<file path="src/rtl/snd_req_queue.sv">
// rtl/snd_req_queue.sv - sound request arbiter: normal-request FIFO, critical preemption, start/gap pacing
//
// Collects one-cycle sound event strobes, queues normal sounds (modes 1..5) in a
// small FIFO and issues them to the downstream sound manager with a silent gap
// between sounds. Critical sounds (6 gameover, 7 gameclear) flush the queue and
// preempt whatever is playing.
//
// Ports:
//   clk_1mhz  in   clock, all state on rising edge
//   rst       in   asynchronous active-high reset
//   ev_req    in   [6:0] event strobes, bit i requests mode i+1
//   playing   in   busy flag from the sound manager
//   snd_mode  out  [2:0] registered mode, held until next issue
//   trig      out  registered one-cycle start pulse
//   busy      out  FSM active, queue non-empty or critical pending
//   q_count   out  [2:0] queue occupancy
//   drop      out  registered one-cycle pulse when a request is discarded

module snd_req_queue #(
    parameter int DEPTH    = 4,
    parameter int START_TO = 8,
    parameter int GAP_CYC  = 20000
) (
    input  logic       clk_1mhz,
    input  logic       rst,
    input  logic [6:0] ev_req,
    input  logic       playing,
    output logic [2:0] snd_mode,
    output logic       trig,
    output logic       busy,
    output logic [2:0] q_count,
    output logic       drop
);

    localparam int PW = (DEPTH > 1) ? $clog2(DEPTH) : 1;
    localparam int TW = (START_TO > 1) ? $clog2(START_TO) : 1;
    localparam int GW = (GAP_CYC > 1) ? $clog2(GAP_CYC) : 1;

    localparam logic [PW-1:0] PTR_LAST = PW'(DEPTH - 1);
    localparam logic [TW-1:0] TO_LAST  = TW'(START_TO - 1);
    localparam logic [GW-1:0] GAP_LOAD = (GAP_CYC > 1) ? GW'(GAP_CYC - 1) : '0;
    localparam logic [2:0]    DEPTH_Q  = 3'(DEPTH);
    localparam bit            GAP_NONE = (GAP_CYC == 0);

    typedef enum logic [1:0] {
        IDLE       = 2'd0,
        WAIT_START = 2'd1,
        WAIT_DONE  = 2'd2,
        GAP        = 2'd3
    } state_t;

    state_t          state, state_nxt;
    logic [2:0]      fifo_mem [DEPTH];
    logic [PW-1:0]   wr_ptr, rd_ptr, tail_idx;
    logic            crit_pend;
    logic [2:0]      crit_mode;
    logic [TW-1:0]   to_cnt, to_nxt;
    logic [GW-1:0]   gap_cnt, gap_nxt;

    logic [2:0]      req_mode;
    logic            req_valid, req_crit, req_norm, multi_req, dup_beep;
    logic            issue, issue_crit, pop, push, drop_nxt;
    logic [2:0]      issue_mode;

    function automatic logic [PW-1:0] ptr_inc(input logic [PW-1:0] p);
        return (p == PTR_LAST) ? '0 : p + PW'(1);
    endfunction

    // Highest set bit wins; any additional set bit is a discarded request.
    always_comb begin
        req_mode = '0;
        for (int i = 0; i < 7; i++) begin
            if (ev_req[i]) req_mode = 3'(i + 1);
        end
    end

    assign req_valid = |ev_req;
    assign multi_req = (ev_req & (ev_req - 7'd1)) != 7'd0;
    assign req_crit  = req_valid && (req_mode >= 3'd6);
    assign req_norm  = req_valid && !req_crit;
    assign tail_idx  = (wr_ptr == '0) ? PTR_LAST : wr_ptr - PW'(1);

    // A beep behind a beep adds nothing audible, so it is swallowed quietly.
    assign dup_beep = req_norm && (req_mode == 3'd1) && (q_count != 3'd0)
                      && (fifo_mem[tail_idx] == 3'd1);

    // Full FIFO still accepts when the head leaves in the same cycle.
    assign push     = req_norm && !dup_beep && ((q_count != DEPTH_Q) || pop);
    assign drop_nxt = multi_req || (req_norm && !dup_beep && !push);

    assign busy = (state != IDLE) || (q_count != 3'd0) || crit_pend;

    always_comb begin
        state_nxt  = state;
        issue      = 1'b0;
        issue_crit = 1'b0;
        issue_mode = crit_mode;
        pop        = 1'b0;
        to_nxt     = to_cnt;
        gap_nxt    = gap_cnt;

        if (crit_pend && !trig) begin
            issue      = 1'b1;
            issue_crit = 1'b1;
            issue_mode = crit_mode;
            to_nxt     = '0;
            state_nxt  = WAIT_START;
        end else if (crit_pend) begin
            // Previous trig still high: hold one cycle so pulses stay separate.
            state_nxt = state;
        end else begin
            case (state)
                IDLE: begin
                    if ((q_count != 3'd0) && !playing) begin
                        pop        = 1'b1;
                        issue      = 1'b1;
                        issue_mode = fifo_mem[rd_ptr];
                        to_nxt     = '0;
                        state_nxt  = WAIT_START;
                    end
                end
                WAIT_START: begin
                    if (playing) begin
                        state_nxt = WAIT_DONE;
                    end else if (to_cnt == TO_LAST) begin
                        state_nxt = IDLE;
                    end else begin
                        to_nxt = to_cnt + TW'(1);
                    end
                end
                WAIT_DONE: begin
                    if (!playing) begin
                        if (GAP_NONE) begin
                            state_nxt = IDLE;
                        end else begin
                            state_nxt = GAP;
                            gap_nxt   = GAP_LOAD;
                        end
                    end
                end
                GAP: begin
                    if (gap_cnt == '0) begin
                        state_nxt = IDLE;
                    end else begin
                        gap_nxt = gap_cnt - GW'(1);
                    end
                end
                default: state_nxt = IDLE;
            endcase
        end
    end

    always_ff @(posedge clk_1mhz or posedge rst) begin
        if (rst) begin
            state     <= IDLE;
            wr_ptr    <= '0;
            rd_ptr    <= '0;
            q_count   <= '0;
            crit_pend <= 1'b0;
            crit_mode <= '0;
            snd_mode  <= '0;
            trig      <= 1'b0;
            drop      <= 1'b0;
            to_cnt    <= '0;
            gap_cnt   <= '0;
        end else begin
            state   <= state_nxt;
            to_cnt  <= to_nxt;
            gap_cnt <= gap_nxt;
            trig    <= issue;
            drop    <= drop_nxt;
            if (issue) snd_mode <= issue_mode;

            // A newer critical request replaces one that has not issued yet.
            if (req_crit) begin
                crit_pend <= 1'b1;
                crit_mode <= req_mode;
            end else if (issue_crit) begin
                crit_pend <= 1'b0;
            end

            if (req_crit) begin
                wr_ptr  <= '0;
                rd_ptr  <= '0;
                q_count <= '0;
            end else begin
                if (push) wr_ptr <= ptr_inc(wr_ptr);
                if (pop)  rd_ptr <= ptr_inc(rd_ptr);
                q_count <= q_count + {2'b00, push} - {2'b00, pop};
            end
        end
    end

    always_ff @(posedge clk_1mhz) begin
        if (push) fifo_mem[wr_ptr] <= req_mode;
    end

endmodule

</file>
<file path="config.mk">
export PLATFORM = sky130hd
export DESIGN_NAME = snd_req_queue
export DESIGN_NICKNAME = d
export VERILOG_FILES = /design/src/rtl/snd_req_queue.sv
export SDC_FILE = /design/constraint.sdc
export NUM_CORES = 1
export LEC_CHECK = 0
export ABC_AREA = 1
export CORE_MARGIN = 4
export CORE_UTILIZATION = 45
export DETAILED_ROUTE_END_ITERATION = 12
export GPL_TIMING_DRIVEN = 1
export PLACE_DENSITY = 0.66
export SYNTH_ARGS = -nofsm -noshare
export SYNTH_HDL_FRONTEND = slang
export SYNTH_SLANG_ARGS = --single-unit
</file>
<file path="constraint.sdc">
create_clock -name clk_1mhz -period 7.3 [get_ports clk_1mhz]
set_input_delay 2.19 -clock clk_1mhz [delete_from_list [all_inputs] [get_ports clk_1mhz]]
set_output_delay 2.19 -clock clk_1mhz [all_outputs]
set_load 0.01 [all_outputs]
</file>
======== After elaboration in Yosys (flattened, before gate mapping) ========
Memories as Yosys holds them, arrays and structs flattened.
Index checks and enable logic that the tools add are counted.
operators by class
  add/subtract/negate cells ............... 8
  $mul .................................... 0
  div/mod/pow operators ................... 0
  $lt $le $gt $ge ......................... 1
  equal/unequal tests ..................... 18
  shift-type cells ........................ 0
  mux-type cells .......................... 46
  bitwise gates (word level) .............. 3
  reduce and logical (&&, ||, !) cells .... 34
operators by type and width
  cell                                                 count
  2-to-1 mux 3 bit                                     16
  2-to-1 mux 15 bit                                    2
  case mux 15 bit (2 select lines)                     1
  2-to-1 mux 2 bit                                     14
  != test 3 bit, second input constant                 6
  zero test 15 bit                                     1
  AND reduction 5 bit                                  3
  subtractor 15 x 1 -> 15 bit, second input constant   1
  2-to-1 mux 1 bit                                     11
  logical AND 1 bit                                    10
  nonzero test 2 bit                                   5
  equality test 2 bit, second input constant           4
  case mux 2 bit (4 select lines)                      1
  bitwise AND 7 bit                                    1
  nonzero test 7 bit                                   1
  OR reduction 7 bit                                   1
  subtractor 7 x 1 -> 7 bit, second input constant     1
  equality test 3 x 1 -> 1 bit, second input constant  2
  case mux 3 bit (2 select lines)                      1
  nonzero test 3 bit                                   2
  zero test 1 bit                                      5
  adder 2 x 1 -> 2 bit, second input constant          2
  zero test 2 bit                                      2
  logical OR 1 bit                                     4
  other kinds (11)                                     13
word-level totals
  register bits after elaboration ......... 36
  bits in latches ......................... 0
  RAM bits ................................ 12
  memory bits (read-only) ................. 0
  output and inout bits ................... 9
  logic and storage cells ................. 122
  memories kept ........................... 1
memory list
  memory    words  bits a word  rd ports  clocked after memory_dff  wr ports  line  text
  fifo_mem  4      3            2         0                         1         53    logic [2:0] fifo_mem [DEPTH];

======== Logic depth before layout (Yosys ltp) ========
Gate-level depths: netlist of run 1.
  word-level depth ........................ 20
  depth in mapped cells ................... 17
  depth with buffers taken out ............ 17

======== Least setup slack after synthesis of run 1 ========
Ideal clock, no wire load.
  kind .................................... input to register
  start point ............................. in ev_req[3]
  end point ............................... reg q_count[2]
  arrival time ............................ 3.976 ns
  data required time ...................... 7.214 ns
  path slack .............................. 3.238 ns
  stages .................................. 14
  path buffers ............................ 0
  path through ............................ nor2_1 nand2_1 nor2_1 o21ai_1 nor2_1 nand2_1 nand3_4 ha_1 inv_1 ha_1 inv_1 fa_1 and3_1 nor3_1
between the ends
  longest elaborated chain between the ends .. 17
RTL lines
  element                          line  text
  start: declaration               26    input logic [6:0] ev_req,
  2-to-1 mux 3 bit * (4 in a row)  73    if (ev_req[i]) req_mode = 3'(i + 1);
  via req_mode[2]                  60    logic [2:0] req_mode;
  >= comparator 3 bit              79    assign req_crit = req_valid && (req_mode >= 3'd6);
  logical AND 1 bit                79
  zero test 1 bit                  80    assign req_norm = req_valid && !req_crit;
  logical AND 1 bit                80
  logical AND 1 bit (2 in a row)   84    assign dup_beep = req_norm && (req_mode == 3'd1) && (q_count != 3'd0)
  logical AND 1 bit                85    && (fifo_mem[tail_idx] == 3'd1);
  zero test 1 bit                  88    assign push = req_norm && !dup_beep && ((q_count != DEPTH_Q) || pop);
  logical AND 1 bit (2 in a row)   88
  adder 3 x 1 -> 3 bit             189   q_count <= q_count + {2'b00, push} - {2'b00, pop};
  subtractor 3 x 1 -> 3 bit        189
  2-to-1 mux 3 bit *               182   if (req_crit) begin
  end signal: assignment           189
  end: declaration                 31    output logic [2:0] q_count,
Mark *: on every way through the listed nets, which the timed path passes. The rest lies on a longest branch.
A chain may end at the register's enable or synchronous reset.

======== Worst setup path in the final report of run 1 ========
  start point ............................. in ev_req[5]
  end point ............................... reg q_count[2]
between the ends
  longest elaborated chain between the ends .. 15
RTL lines
  element                          line
  2-to-1 mux 3 bit * (2 in a row)  73
  via req_mode[2]                  60
  >= comparator 3 bit              79
  logical AND 1 bit                79
  zero test 1 bit                  80
  logical AND 1 bit                80
  logical AND 1 bit (2 in a row)   84
  logical AND 1 bit                85
  zero test 1 bit                  88
  logical AND 1 bit (2 in a row)   88
  adder 3 x 1 -> 3 bit             189
  subtractor 3 x 1 -> 3 bit        189
  2-to-1 mux 3 bit *               182
Marked as above.

==> flow_metrics.tcl, run 1 <==
set metrics [dict create \
    start_kind "input port" \
    drtPass1Iterations 4 \
    routedWlPerCell_um 12.7 \
    ir_drop_uv 139 \
    ys_warn_count 0 \
    yosys_most_used_dff "dfrtp_1" \
    grt_pass1_vias 2164 \
    cp_data_arrival_time_ns 5.09 \
    design.core.area_sq_mm 0.00599 \
    synth_edf_count 12 \
    grt_max_degree 37 \
    min_to "crit_mode[2]" \
    status "completed" \
    hp-start "crit_mode[2]" \
    antenna_left 0 \
    cp-end-kind "flip-flop" \
    rrSetupSlack_ns 4.49 \
    worst-r2r-cell-count 17 \
    crit_required_ns 7.53 \
    worstMarginPinSlew_ns 0.803 \
    synth_nets 369 \
    crit_path_frequent_cell "nor2_1" \
    clockBufferDepth 2 \
    cp_cell_sequence "clkdlybuf4s50_1 -> nor2_1 -> nand2_1 -> nor2_1 -> o21ai_1 -> nor2_1 -> nand2_1 -> nand3_4 -> ha_1 -> inv_1 -> ha_1 -> inv_1 -> fa_1 -> and3_1 -> nor3_1" \
    seqCellArea_sq_mm 0.00126 \
    htreeDepth 2 \
    ys_types 39 \
    timing.setup.critical_path_class "in2reg" \
    finClkSkew_ns 0.00487 \
    min_path_type "reg2reg" \
    ctsResizeCount 0 \
    min_period_ns 4.86 \
    syn_to_final_growth_pct 12.2 \
    maxSlewHeadroom_pct 46.4 \
    synthArstFlopShare_pct 75.0 \
    syn_area_per_cell_sq_um 8.11 \
    drt-vias-per-instance 5.17 \
    critPathMaxStageDelay_ns 0.53 \
    hold_depth 2 \
    grt_use_total_pct 16.6 \
    max_freq_ghz 0.206 \
    multi_input_area_sq_mm 0.00133 \
    postCtsHoldBufs 0 \
    antenna_found_initial 0 \
    drv_slew 0 \
    io_buffers 18 \
    drt_iter0_markers 89 \
    totalWireLength_um 5650 \
    route.vias.total 2307 \
    crit_fanout 11 \
    seq_area_frac_synth_pct 44.7 \
    rows 28 \
    die_w_um 87.2 \
    cts_made_buffers 5 \
    finalInstanceArea_sq_mm 0.00317 \
    p_leak_uw 0.00144 \
    cap_viol_max_count 0 \
    dp_hpwl_um 4250 \
    p_per_area_mw_per_mm2 268 \
    grt_pass1_wl_um 10000 \
    pin_count 19 \
    synthCells 348 \
    start_util_pct 47.1 \
    ys_top_cells_by_area "dfrtp_1 (32%), edfxtp_1 (13%), nand2_1 (10%)" \
    dieArea_sq_mm 0.00760 \
    final_nets 391 \
    fp.dieH_um 87.2 \
    finalHoldViolations 0 \
    diodes 0 \
    ys_ff_latch 48 \
    place_area_sq_mm 0.00307 \
    nFillCells 563 \
    setup_viol 0 \
    synth_top_cell_by_area "dfrtp_1" \
    syn_area_sq_mm 0.00282 \
    gp_congestion 0.865 \
    cts_sinks 48 \
    clk_pin_slew_ns 0.09 \
    cts_tree "yes" \
    clk_latency_ns 0.30 \
    finalCritPeriodShare_pct 66.6 \
    rsz0062_at_grt "false" \
    grt_overflow 0 \
    layout-drive-gt1-share_pct 9.70 \
    synth_top_area_share_pct 31.9 \
    cts_setup_buffers 0 \
    r2r_end "q_count[2]" \
    crit_slowest_cell "nor2_1" \
    setup_tns_ns 0 \
    r2r_start "wr_ptr[0]" \
    drc 0 \
    cts_root_buf "clkbuf_8" \
]
[area by class of cell]
class / count / area share [%]
Inverter: 52 / 6.20
Clock inverter: 1 / 0.237
Clock buffer: 7 / 2.73
Tap cell: 75 / 2.96
Sequential cell: 48 / 39.8
Timing Repair Buffer: 19 / 5.93
Multi-Input combinational cell: 244 / 42.1
[routing by layer]
metal / share of wire (%) / up-vias / track usage (%)
met3: 3.8 / 5 / 3.03
met4: 1.2 / 0 / 4.74
met1: 51 / 1092 / 24.1
met5: 0 / - / 0
li1: - / 1173 / -
met2: 44 / 37 / 25.4
[logic make-up after synthesis]
family / after synthesis / synth area share (%)
DFF: 48 / 44.7
adders and majority gates: 11 / 5.14
buffers and inverters: 56 / 8.07
and+or+nand+nor: 179 / 30.9
xor gates and xnor gates: 6 / 1.86
AOI/OAI and AO/OA: 48 / 9.40
[how the worst max path moves through the flow]
stage | endpoint | start | cells past startpoint
2_1_floorplan | q_count[2] | ev_req[3] | 14
3_3_place_gp | q_count[2] | ev_req[5] | 15
3_5_place_dp | q_count[2] | ev_req[5] | 15
4_1_cts | q_count[2] | ev_req[5] | 15
5_1_grt | q_count[2] | ev_req[5] | 15
6_report | q_count[2] | ev_req[5] | 15
[cell usage after synthesis, types with 2 or more instances]
cell,count
a21oi_1,5
buf_6,2
dfrtp_1,36
edfxtp_1,12
ha_1,10
inv_1,48
inv_2,3
nand2_1,75
nand2_2,3
nand2_4,2
nand3_1,21
nand3_2,3
nand3b_1,4
nand4_1,6
nand4_2,2
nor2_1,46
nor2_2,5
nor2_4,2
nor3_1,3
nor3_4,2
o211ai_1,3
o21ai_0,16
o21ai_1,17
o22ai_1,2
o31ai_1,2
xnor2_1,2
xor2_1,4
[stage by stage]
stage,worst slack [ns],hold WS [ns],power (uW),cells,utilization (%)
2_1_floorplan,3.24,0.422,602,348,-
3_3_place_gp,2.18,0.436,681,438,51.3
3_5_place_dp,2.10,0.437,687,438,51.3
4_1_cts,2.42,0.458,857,446,52.9
5_1_grt,2.09,0.506,918,446,52.9
6_report,2.44,0.454,850,446,52.9
[worst max-delay path: cells and delay by family]
kind                     cells  cell delay, ns
AO/OA/AOI/OAI                1            0.07
AND/OR/NAND/NOR              8            1.55
adder cells (fa/ha/maj)      3            0.73
buffers and inverters        3            0.56
[cells in the final DEF, fill, tap and decap left out, types with 3 or more instances in the layout]
cell type / n
inv_2: 3
o21ai_1: 17
inv_1: 48
nand3_2: 3
ha_1: 10
o21ai_0: 16
nand4_1: 6
nand2_1: 75
dfrtp_1: 36
nand3_1: 21
nor3_1: 3
clkbuf_8: 6
edfxtp_1: 12
clkdlybuf4s50_1: 18
nor2_2: 5
a21oi_1: 5
nor2_1: 46
nand2_2: 3
o211ai_1: 3
xor2_1: 4
nand3b_1: 4
[power by group]
| group | switching [uW] | internal [uW] |
|---|---|---|
| Combinational | 181 | 116 |
| Clock | 91.8 | 77.2 |
| Sequential | 54.0 | 330 |
[registers in the layout (all words and copies together), names as in the netlist]
| name | flops |
|---|---|
| state | 2 |
| snd_mode | 3 |
| gap_cnt | 15 |
| fifo_mem | 12 |
| crit_pend | 1 |
| rd_ptr | 2 |
| q_count | 3 |
| trig | 1 |
| to_cnt | 3 |
| drop | 1 |
| wr_ptr | 2 |
| crit_mode | 3 |
Power figures use the tool's default switching activity.
==> run 2: changes to the inputs <==
Settings changed: PLACE_DENSITY 0.66 to 0.68.
Clock period 7.3 ns to 3.98 ns, I/O delays scaled along.
==> flow_metrics.tcl, run 2 (synthesized netlist as in run 1, its figures left out) <==
set metrics [dict create \
    cp_data_arrival_time_ns 3.62 \
    start_util_pct 47.1 \
    setup_viol 0 \
    maxSlewHeadroom_pct 46.4 \
    setup_tns_ns 0 \
    grt_overflow 0 \
    status "completed" \
    crit_path_frequent_cell "nor2_1" \
    finalHoldViolations 0 \
    diodes 0 \
    cts_tree "yes" \
    route.vias.total 2266 \
    p_comb_share_pct 31.8 \
    hold_slack_ns 0.457 \
    p_sw_uw 611 \
    finalCritPeriodShare_pct 85.4 \
    antenna_left 0 \
    r2r_start "wr_ptr[0]" \
    dp_slack_ns 0.239 \
    clk_pin_slew_ns 0.09 \
    dp_hpwl_um 4350 \
    dieArea_sq_mm 0.00760 \
    syn_to_final_growth_pct 14.8 \
    p_per_area_mw_per_mm2 538 \
    finClkSkew_ns 0.00485 \
    crit_required_ns 4.21 \
    top_register "gap_cnt" \
    min_to "crit_mode[1]" \
    rrSetupSlack_ns 1.16 \
    drt_iter0_markers 100 \
    clk_latency_ns 0.30 \
    r2r_end "q_count[2]" \
    gp_congestion 0.843 \
    rows 28 \
    min_period_ns 3.40 \
    grt_use_total_pct 16.9 \
    sw_frac_of_total_pct 35.1 \
    htreeDepth 2 \
    min_path_type "reg2reg" \
    largest_reg_flops 15 \
    cap_viol_max_count 0 \
    p_seq_share_pct 40.5 \
    placed_cells 439 \
    fp.dieH_um 87.2 \
    hp-start "crit_mode[1]" \
    pwr-share-clk_pct 27.8 \
    grt_pass1_vias 2223 \
    max_freq_ghz 0.294 \
    cts_root_buf "clkbuf_8" \
    ctsResizeCount 0 \
    cp-end-kind "flip-flop" \
    cp-startpoint "ev_req[3]" \
    design.core.area_sq_mm 0.00599 \
    drv_slew 0 \
    largestRegisters "gap_cnt (15), fifo_mem (12)" \
    critPathMaxStageDelay_ns 0.45 \
    layout-drive-gt1-share_pct 10.2 \
    instances_no_fill 447 \
    cts_sinks 48 \
    io_buffers 18 \
    p_int_uw 1130 \
    ir_drop_uv 348 \
    crit_fanout 7 \
    final_common_cell "nand2_1" \
    grt_pass1_wl_um 10100 \
    pin_count 19 \
    final_cell_mix "nand2_1 (75), inv_1 (48), nor2_1 (46)" \
    cts_made_buffers 5 \
    worstMarginPinSlew_ns 0.803 \
    drtPass1Iterations 4 \
    totalWireLength_um 5810 \
    drt-vias-per-instance 5.07 \
    routedWlPerCell_um 13.0 \
    cts_setup_buffers 0 \
    final_nets 392 \
    hold_depth 2 \
    grt_max_degree 37 \
    die_w_um 87.2 \
    clockBufferDepth 2 \
    timing.setup.critical_path_class "in2reg" \
    cp_cell_sequence "clkdlybuf4s50_1 -> nor2_1 -> nand2_1 -> nor2_1 -> o21ai_1 -> nor2_1 -> nand2_1 -> nand3_4 -> ha_1 -> inv_1 -> ha_1 -> inv_1 -> fa_1 -> and3_1 -> nor3_1" \
    crit_slowest_cell "clkdlybuf4s50_1" \
    postCtsHoldBufs 0 \
    antenna_found_initial 0 \
    p_leak_uw 0.00148 \
    rsz0062_at_grt "false" \
    drc 0 \
    start_kind "input port" \
    setup_slack_ns 0.582 \
    worst-r2r-cell-count 17 \
]
==> run 2: layout make-up <==
| type | instances | area [sq um] |
|---|---|---|
| fill | 540 | 2750 |
| multi-input combinational | 244 | 1330 |
| sequential | 48 | 1260 |
| inverter | 52 | 196 |
| timing repair buffer | 20 | 195 |
| tap | 75 | 93.8 |
| clock inverter | 3 | 90.1 |
| clock buffer | 5 | 68.8 |
==> run 2: worst max-delay path by stage <==
stage | endpoint | cells after the start
floorplan | q_count[2] | 14
global placement | q_count[2] | 15
detailed placement | q_count[2] | 15
CTS | q_count[2] | 15
global route | q_count[2] | 15
finish | q_count[2] | 15
==> run 2: metrics by stage <==
stage                     cell area (sq um)  utilization, %  total power, uW
after floorplan                        2820               -             1100
after global placement                 3080            51.4             1250
after detailed placement               3080            51.4             1270
after CTS                              3240            54.1             1760
after global routing                   3240            54.1             1860
final                                  3240            54.1             1740
==> run 2: critical path: cells and delay by family <==
| kind | cells | cell delay (ns) |
|---|---|---|
| and+or+nand+nor | 8 | 1.08 |
| AOI/OAI and AO/OA | 1 | 0.07 |
| adders and majority gates | 3 | 0.73 |
| buffers and inverters | 3 | 0.55 |
==> run 2: power groups by stage <==
stage | Clock (uW) | Sequential [uW] | Combinational, uW
6_report | 485 | 705 | 554
5_1_grt | 509 | 720 | 629
4_1_cts | 492 | 704 | 559
3_5_place_dp | 0 | 713 | 553
3_3_place_gp | 0 | 712 | 537
2_1_floorplan | 0 | 699 | 406
==> run 2: routing by layer <==
metal / track usage (%) / wire, um / vias up
met5: 0 / 0 / -
met4: 5.16 / 96 / 0
met3: 3.22 / 246 / 7
met2: 27.2 / 2610 / 44
met1: 23.1 / 2860 / 1043
li1: - / - / 1172
==> run 3: changes to the inputs <==
Settings changed: CAP_MARGIN set to 15, SKIP_CTS_REPAIR_TIMING set to 1.
==> results of run 3 <==
The final DEF is identical to that of run 2; final timing and power are the same.
